`config.mk`:
```
export PLATFORM = sky130hd
export DESIGN_NAME = quad_encoder_gen_flat
export DESIGN_NICKNAME = d
export VERILOG_FILES = /design/src/rtl/quad_encoder_gen_pkg.sv /design/src/rtl/quad_encoder_gen_if.sv /design/src/rtl/quad_encoder_gen_timer.sv /design/src/rtl/quad_encoder_gen.sv /design/src/flat_wrapper.sv
export SDC_FILE = /design/constraint.sdc
export NUM_CORES = 1
export LEC_CHECK = 0
export CAP_MARGIN = 20
export CORE_MARGIN = 1.5
export CORE_UTILIZATION = 25
export DETAILED_ROUTE_END_ITERATION = 12
export PLACE_DENSITY = 0.54
export REMOVE_ABC_BUFFERS = 1
export SLEW_MARGIN = 20
export SYNTH_ARGS = -nofsm -noshare
export SYNTH_HDL_FRONTEND = slang
export SYNTH_SLANG_ARGS = --single-unit
```
`constraint.sdc`:
```
create_clock -name clk -period 2.7 [get_ports clk]
set_input_delay 0.54 -clock clk [delete_from_list [all_inputs] [get_ports clk]]
set_output_delay 0.54 -clock clk [all_outputs]
set_load 0.01 [all_outputs]
```
`src/rtl/quad_encoder_gen_pkg.sv`:
```
// Shared state encoding, quadrature phase tables and phase lookup for the
// two-pin encoder generator.
package quad_encoder_pkg;

  typedef enum logic {
    IDLE = 1'b0,
    RUN  = 1'b1
  } state_e;

  localparam logic [1:0] AB_REST = 2'b00;

  // AB pairs, A in bit 1; entry 3 is always the detent so every step ends at rest
  localparam logic [1:0] CW_SEQ  [4] = '{2'b01, 2'b11, 2'b10, 2'b00};
  localparam logic [1:0] CCW_SEQ [4] = '{2'b10, 2'b11, 2'b01, 2'b00};

  function automatic logic [1:0] phase_ab(input logic dir, input logic [1:0] idx);
    return dir ? CW_SEQ[idx] : CCW_SEQ[idx];
  endfunction

endpackage

```
`src/rtl/quad_encoder_gen_if.sv`:
```
// Step request handshake plus encoder pin / status outputs of the generator.
interface quad_encoder_gen_if #(
  parameter int POS_W = 8
);
  logic             step_valid;
  logic             step_dir;
  logic             step_ready;
  logic             enc_a;
  logic             enc_b;
  logic             busy;
  logic             step_done;
  logic [POS_W-1:0] position;

  modport master (
    output step_valid, step_dir,
    input  step_ready, enc_a, enc_b, busy, step_done, position
  );

  modport slave (
    input  step_valid, step_dir,
    output step_ready, enc_a, enc_b, busy, step_done, position
  );
endinterface

```
`src/rtl/quad_encoder_gen_timer.sv`:
```
// Per-phase dwell down-counter; flags phase end and whether the next cycle
// falls on an odd offset inside the contact-bounce window.
module quad_phase_timer import quad_encoder_pkg::*; #(
  parameter int DWELL_CYCLES   = 8,
  parameter int BOUNCE_TOGGLES = 0
) (
  input  logic clk,
  input  logic rst_n,
  input  logic start_i,
  input  logic run_i,
  output logic phase_end_o,
  output logic glitch_next_o
);

  localparam int TW = $clog2(DWELL_CYCLES + 1);

  logic [TW-1:0] cnt_q, cnt_d;
  logic [TW-1:0] next_off;

  always_comb begin
    cnt_d = cnt_q;
    if (start_i) begin
      cnt_d = TW'(DWELL_CYCLES - 1);
    end else if (run_i && (cnt_q != '0)) begin
      cnt_d = cnt_q - 1'b1;
    end
  end

  always_ff @(posedge clk) begin
    if (!rst_n) begin
      cnt_q <= '0;
    end else begin
      cnt_q <= cnt_d;
    end
  end

  assign phase_end_o = run_i && (cnt_q == '0);

  // Offset within the phase of the cycle the pins are being computed for
  assign next_off      = TW'(DWELL_CYCLES) - cnt_q;
  assign glitch_next_o = run_i && !start_i && next_off[0] &&
                         (int'(next_off) <= BOUNCE_TOGGLES);

endmodule

```
`src/rtl/quad_encoder_gen.sv`:
```
// Quadrature A/B waveform generator: one detent step per accepted request,
// optional contact-bounce emulation, signed position counter.
//
// state | meaning
// IDLE  | pins at rest (00), step_ready high
// RUN   | walking the 4 phases of the latched direction
module quad_encoder_gen import quad_encoder_pkg::*; #(
  parameter int DWELL_CYCLES   = 8,
  parameter int BOUNCE_TOGGLES = 0,
  parameter int POS_W          = 8
) (
  input  logic               clk,
  input  logic               rst_n,
  quad_encoder_gen_if.slave  bus
);

  state_e           state_q, state_d;
  logic [1:0]       phase_q, phase_d;
  logic             dir_q, dir_d;
  logic [1:0]       ab_q, ab_d;
  logic             done_q, done_d;
  logic [POS_W-1:0] pos_q, pos_d;

  logic       accept;
  logic       tmr_run;
  logic       tmr_start;
  logic       phase_end;
  logic       glitch_next;
  logic [1:0] cur_ab;
  logic [1:0] prev_ab;

  assign accept    = (state_q == IDLE) && bus.step_valid;
  assign tmr_run   = (state_q == RUN);
  assign tmr_start = accept || (tmr_run && phase_end && (phase_q != 2'd3));

  // Phase 0's predecessor is index 3, which is the rest value
  assign cur_ab  = phase_ab(dir_q, phase_q);
  assign prev_ab = phase_ab(dir_q, phase_q - 2'd1);

  quad_phase_timer #(
    .DWELL_CYCLES   (DWELL_CYCLES),
    .BOUNCE_TOGGLES (BOUNCE_TOGGLES)
  ) u_timer (
    .clk           (clk),
    .rst_n         (rst_n),
    .start_i       (tmr_start),
    .run_i         (tmr_run),
    .phase_end_o   (phase_end),
    .glitch_next_o (glitch_next)
  );

  always_comb begin
    state_d = state_q;
    phase_d = phase_q;
    dir_d   = dir_q;
    ab_d    = ab_q;
    pos_d   = pos_q;
    done_d  = 1'b0;
    case (state_q)
      IDLE: begin
        if (accept) begin
          state_d = RUN;
          phase_d = 2'd0;
          dir_d   = bus.step_dir;
          ab_d    = phase_ab(bus.step_dir, 2'd0);
        end
      end
      RUN: begin
        if (phase_end) begin
          if (phase_q == 2'd3) begin
            state_d = IDLE;
            done_d  = 1'b1;
            ab_d    = AB_REST;
            pos_d   = dir_q ? pos_q + POS_W'(1) : pos_q - POS_W'(1);
          end else begin
            phase_d = phase_q + 2'd1;
            ab_d    = phase_ab(dir_q, phase_q + 2'd1);
          end
        end else begin
          // Gray sequence: prev differs from cur only in the pin that just moved
          ab_d = glitch_next ? prev_ab : cur_ab;
        end
      end
      default: begin
        state_d = IDLE;
      end
    endcase
  end

  always_ff @(posedge clk) begin
    if (!rst_n) begin
      state_q <= IDLE;
      phase_q <= 2'd0;
      dir_q   <= 1'b0;
      ab_q    <= AB_REST;
      done_q  <= 1'b0;
      pos_q   <= '0;
    end else begin
      state_q <= state_d;
      phase_q <= phase_d;
      dir_q   <= dir_d;
      ab_q    <= ab_d;
      done_q  <= done_d;
      pos_q   <= pos_d;
    end
  end

  assign bus.step_ready = (state_q == IDLE);
  assign bus.busy       = (state_q == RUN);
  assign bus.enc_a      = ab_q[1];
  assign bus.enc_b      = ab_q[0];
  assign bus.step_done  = done_q;
  assign bus.position   = pos_q;

endmodule

```
`src/flat_wrapper.sv`:
```
// flat-port wrapper written by rule: the top's interface ports become plain ports
module quad_encoder_gen_flat import quad_encoder_pkg::*;
#(
  parameter int DWELL_CYCLES   = 8,
  parameter int BOUNCE_TOGGLES = 0,
  parameter int POS_W          = 8
)
  (clk, rst_n, bus_step_valid, bus_step_dir, bus_step_ready, bus_enc_a, bus_enc_b, bus_busy, bus_step_done, bus_position);
  quad_encoder_gen_if #(.POS_W(POS_W)) bus_i ();
  input  logic clk;
  input  logic rst_n;
  input wire logic [$bits(bus_i.step_valid)-1:0] bus_step_valid;
  input wire logic [$bits(bus_i.step_dir)-1:0] bus_step_dir;
  output wire logic [$bits(bus_i.step_ready)-1:0] bus_step_ready;
  output wire logic [$bits(bus_i.enc_a)-1:0] bus_enc_a;
  output wire logic [$bits(bus_i.enc_b)-1:0] bus_enc_b;
  output wire logic [$bits(bus_i.busy)-1:0] bus_busy;
  output wire logic [$bits(bus_i.step_done)-1:0] bus_step_done;
  output wire logic [$bits(bus_i.position)-1:0] bus_position;
  assign bus_i.step_valid = bus_step_valid;
  assign bus_i.step_dir = bus_step_dir;
  assign bus_step_ready = bus_i.step_ready;
  assign bus_enc_a = bus_i.enc_a;
  assign bus_enc_b = bus_i.enc_b;
  assign bus_busy = bus_i.busy;
  assign bus_step_done = bus_i.step_done;
  assign bus_position = bus_i.position;
  quad_encoder_gen #(.DWELL_CYCLES(DWELL_CYCLES), .BOUNCE_TOGGLES(BOUNCE_TOGGLES), .POS_W(POS_W)) u_core (.clk(clk), .rst_n(rst_n), .bus(bus_i));
endmodule
```
# Word level (Yosys, flattened, before mapping)
# Cells that the tools add are included.
[classes]
add_sub_neg = 6
mul = 0
n_div = 0
magnitude_cmp = 4
eq_ne = 5
n_shift = 0
n_mux = 39
bitwise = 5
n_reduce_logical = 18
[op_table]
columns = ["operator", "count"]
rows = [
  ["$mux 2", 23],
  ["$bmux 2 s2", 6],
  ["$ge 3x3->1 const B", 3],
  ["$not 2->3", 3],
  ["$reduce_and 3->1", 3],
  ["$add 8x1->8 const B", 1],
  ["$logic_and 1x1->1", 8],
  ["$mux 8", 1],
  ["$pmux 2 s2", 2],
  ["$sub 8x1->8 const B", 1],
  ["$mux 3", 2],
  ["$ne 2x2->1 const B", 3],
  ["$le 4x1->1 const B", 1],
  ["$logic_not 4->1", 1],
  ["$mux 1", 4],
  ["$reduce_bool 4->1", 1],
  ["$sub 4x1->4 const B", 1],
  ["$sub 4x4->4 const A", 1],
  ["$add 2x1->2 const B", 1],
  ["$eq 2x2->1 const B", 1],
  ["$ne 2x1->1 const B", 1],
  ["$not 1->1", 2],
  ["$pmux 1 s2", 1],
  ["$reduce_and 2->1", 1],
  ["5 further kinds", 5],
]
[word_totals]
regBits = 19
latch_bits = 0
ram_bits = 0
rom_bits = 0
input_bits = 4
out_inout_bits = 13
wordCells = 85
memories = 0

# Logic depth before layout (Yosys ltp)
[logic_depth]
depth_word = 12
depth_mapped = 9
depth_no_buf = 7

# Hierarchy
# Synthesis repeated with hierarchy kept, for this count alone.
[unflattened]
cells_unflattened = 146
hier_area_um2 = 1268.7
[by_module_without_submodules]
columns = ["module", "n_inst", "cells_each", "area_each_um2", "seq_area_each_um2"]
rows = [
  ["quad_encoder_gen", 1, 114, 975.9, 300.3],
  ["quad_phase_timer", 1, 32, 292.8, 80.1],
]

# Worst setup path before layout
# No wires, ideal clock.
[synth_timing]
path_kind = "register to register"
start = "reg u_core.dir_q"
end = "reg u_core.pos_q[7] (netlist: u_core.bus.position[7])"
setup_time_ps = 118
arrival_time_ps = 1800
required_ps = 2582
path_slack_ps = 782
stages_incl_launch_ff = 8
n_path_buf = 0
period_less_slack_ps = 1918
cell_sequence = "dfxtp_1 -> inv_1 -> ha_1 -> a211oi_1 -> o211ai_1 -> and4_1 -> or2_1 -> mux2i_1"
[synth_via]
elab_chain_len = 1
[synth_lines]
columns = ["element", "line_no", "text"]
rows = [
  ["start, declared", "quad_encoder_gen.sv:19", "logic dir_q, dir_d;"],
  ["start signal, assigned", "quad_encoder_gen.sv:101", "dir_q <= dir_d;"],
  ["$mux 8", "quad_encoder_gen.sv:74", "pos_d = dir_q ? pos_q + POS_W'(1) : pos_q - POS_W'(1);"],
  ["end signal, assigned", "quad_encoder_gen.sv:104", "pos_q <= pos_d;"],
  ["end, declared", "quad_encoder_gen.sv:22", "logic [POS_W-1:0] pos_q, pos_d;"],
]
# Every way passes these cells.
# A chain may end at the register's enable or synchronous reset.

# Worst setup path in the final report
# Ends and elaborated chain as after synthesis.

==> results.yml <==
run_status:
  outcome: "complete, no violations"
grt:
  grt.total_usage_pct: 10.29
  grt_pass1_wl_mm: 4.278
  grt_max_degree: 21
  grt_pass1_vias: 916
  grt-ovfl-total: 0
  grt_antenna_before_repair: 0
synth:
  synthTopCellsByCount: "dfxtp_1 (19), nand2_1 (16), a21oi_1 (10), nor2_1 (10), ha_1 (9)"
  yosysUniqueCellTypes: 45
  synth_area_leaders: "dfxtp_1 (31%), ha_1 (9.1%), nand2_1 (4.8%), a21oi_1 (4.0%), nor2b_1 (3.5%)"
  syn_avg_cell_area_um2: 8.543
  synth_top_cell_by_area: "dfxtp_1"
  syn_area_um2: 1239
  async_flop_share_pct: 0
  yosys_warnings: 0
  synth.most_common_cell: "dfxtp_1"
  synth_edf_count: 0
  syn_inst: 145
  ys_seq_area_share_pct: 30.71
  yosysTopAreaCellShare_pct: 30.71
  ys_seq_elements: 19
  synth_flop_cell: "dfxtp_1"
setup_path:
  crit_path_max_fanout: 9
  worst_setup_path_start_kind: "flop"
  crit_type: "flop to flop"
  arrival_ns: 2.25
  end_kind: "flop"
  crit_required_ns: 2.86
floorplanning:
  core-area_um2: 4755
  start_util_pct: 26.05
  dieArea_um2: 5386
  ioPinCount: 17
  die_x_um: 73.39
  die_y_um: 73.39
  row_count: 25
clock_tree:
  cts_resized: 0
  postCtsHoldBufs: 0
  clk_path_buf_depth: 2
  root_buffer: "clkbuf_8"
  htreeDepth: 1
  cts_sinks: 19
  cts_tree: "built"
  clk_pin_slew_ns: 0.08
  clk_latency_ns: 0.26
  numCtsBuffers: 3
  post-cts-setup-buffers: 0
placement:
  place_congestion: 0.8120
  post-place-ws_ns: 0.6067
  io_buffer_count: 16
  place_area_um2: 1471
  hpwl_mm: 1.902
power:
  p_per_area_nw_per_um2: 408.4
  power.leakage_uw: 0.0005870
  ir_worst_vdd_mv: 0.1419
route:
  ant_nets: 0
  viasPerCell: 4.561
  drc: 0
  firstDrtPassIters: 4
  wirelength_mm: 2.563
  vias: 1049
  wire_per_inst_um: 11.14
  drtIter0Drc: 42
timing:
  finalHoldViolations: 0
  timing.final.ws_setup_ns: 0.6112
  setup_tns_ns: 0
  setup_viol: 0
  hold_ws_ns: 0.4851
  slew_headroom_pct: 56.04
  drv_slew: 0
  fmaxAchievable_mhz: 478.7
  rsz0062_at_grt: "false"
  worst_pin_slew_ns: 0.6573
  post-route-period-util_pct: 77.36
  fin_skew_ns: 0.002055
  period_needed_ns: 2.089
finish:
  fin_area_um2: 1516
  diodes: 0
  areaGrowthSynthToFinish_pct: 22.42
  drive_gt1_share_pct: 7.362
  design.final.nets: 178
flow_run:
  cap_violations: 0
min_path:
  worstHoldPathType: "flop to flop"
-- layer usage --
layer / track usage [%] / up-vias / share of wire (%)
met1: 13.86 / 480 / 50
li1: - / 548 / -
met5: 0 / - / 0
met3: 1.646 / 4 / 2.7
met2: 15.66 / 17 / 45
met4: 5.556 / 0 / 2.0
-- state kept, by name, indices dropped and copies added, names as in the netlist --
name                  flops
u_core.dir_q              1
u_core.u_timer.cnt_q      4
u_core.bus.step_done      1
u_core.phase_q            2
u_core.bus.position       8
u_core.bus.busy           1
u_core.ab_q               2
-- stage by stage --
stage,instances,power [uW],utilization [%]
2_1_floorplan,140,378.7,-
3_3_place_gp,226,418.0,30.95
3_5_place_dp,226,418.2,30.95
4_1_cts,230,628.1,31.89
5_1_grt,230,651.5,31.89
6_report,230,619.3,31.89
-- worst paths after layout --
check	from	endpoint	slack, ns	cells after the start
setup / recovery	u_core.dir_q	u_core.bus.position[7]	0.61	7
hold / removal	u_core.bus.position[7]	u_core.bus.position[7]	0.49	2
setup reg to reg	u_core.dir_q	u_core.bus.position[7]	0.61	7
hold reg to reg	u_core.bus.position[7]	u_core.bus.position[7]	0.49	2
-- power breakdown --
group / switching (uW) / internal [uW] / leakage, uW
Sequential: 12.6 / 292 / 0.000155
Combinational: 57.2 / 50.3 / 0.000409
Clock: 102 / 105 / 0.0000228
Total: 172 / 447 / 0.000587
-- layout make-up --
cell class	count	area [um2]
flip-flops and latches	19	380.4
multi-input cells	114	798.3
repair buffers	19	182.7
clock buffers	4	45.04
fillers	528	3238
well taps	67	83.83
inverters	7	26.28
-- placed cells by master, fill, tap and decap left out, types with 2 or more instances in the layout --
master            n
clkdlybuf4s50_1  16
a21oi_1          10
xor2_1            2
clkbuf_8          3
dfxtp_1          19
nor2b_1           7
o21ai_0           5
xnor2_1           3
nand2b_1          2
nor3_1            2
o211ai_1          2
a22oi_1           2
nand3_1           3
buf_4             3
nor2_1           10
and2_1            5
nand2_1          16
ha_1              9
mux2i_1           4
nand4b_1          2
o21ai_1           3
o211a_1           2
inv_1             7
a21o_1            2
a211oi_1          3
-- critical path: stages, from the launching register on --
cell	delay [ns]
dfxtp_1	0.42
inv_1	0.22
ha_1	0.35
a211oi_1	0.29
o211ai_1	0.15
and4_1	0.20
or2_1	0.24
mux2i_1	0.12
-- cell families (layout without fill, tap and decap cells) --
| logic type | count (synthesis) | after routing | synth area share (%) |
|---|---|---|---|
| compound gates | 37 | 37 | 20.91 |
| xor+xnor | 5 | 5 | 3.536 |
| fa+ha+maj | 10 | 10 | 10.71 |
| buf+inv | 12 | 30 | 4.849 |
| flops | 19 | 19 | 30.71 |
| simple gates | 57 | 57 | 25.15 |
| mux | 5 | 5 | 4.141 |
Power figures use the tool's default switching activity.
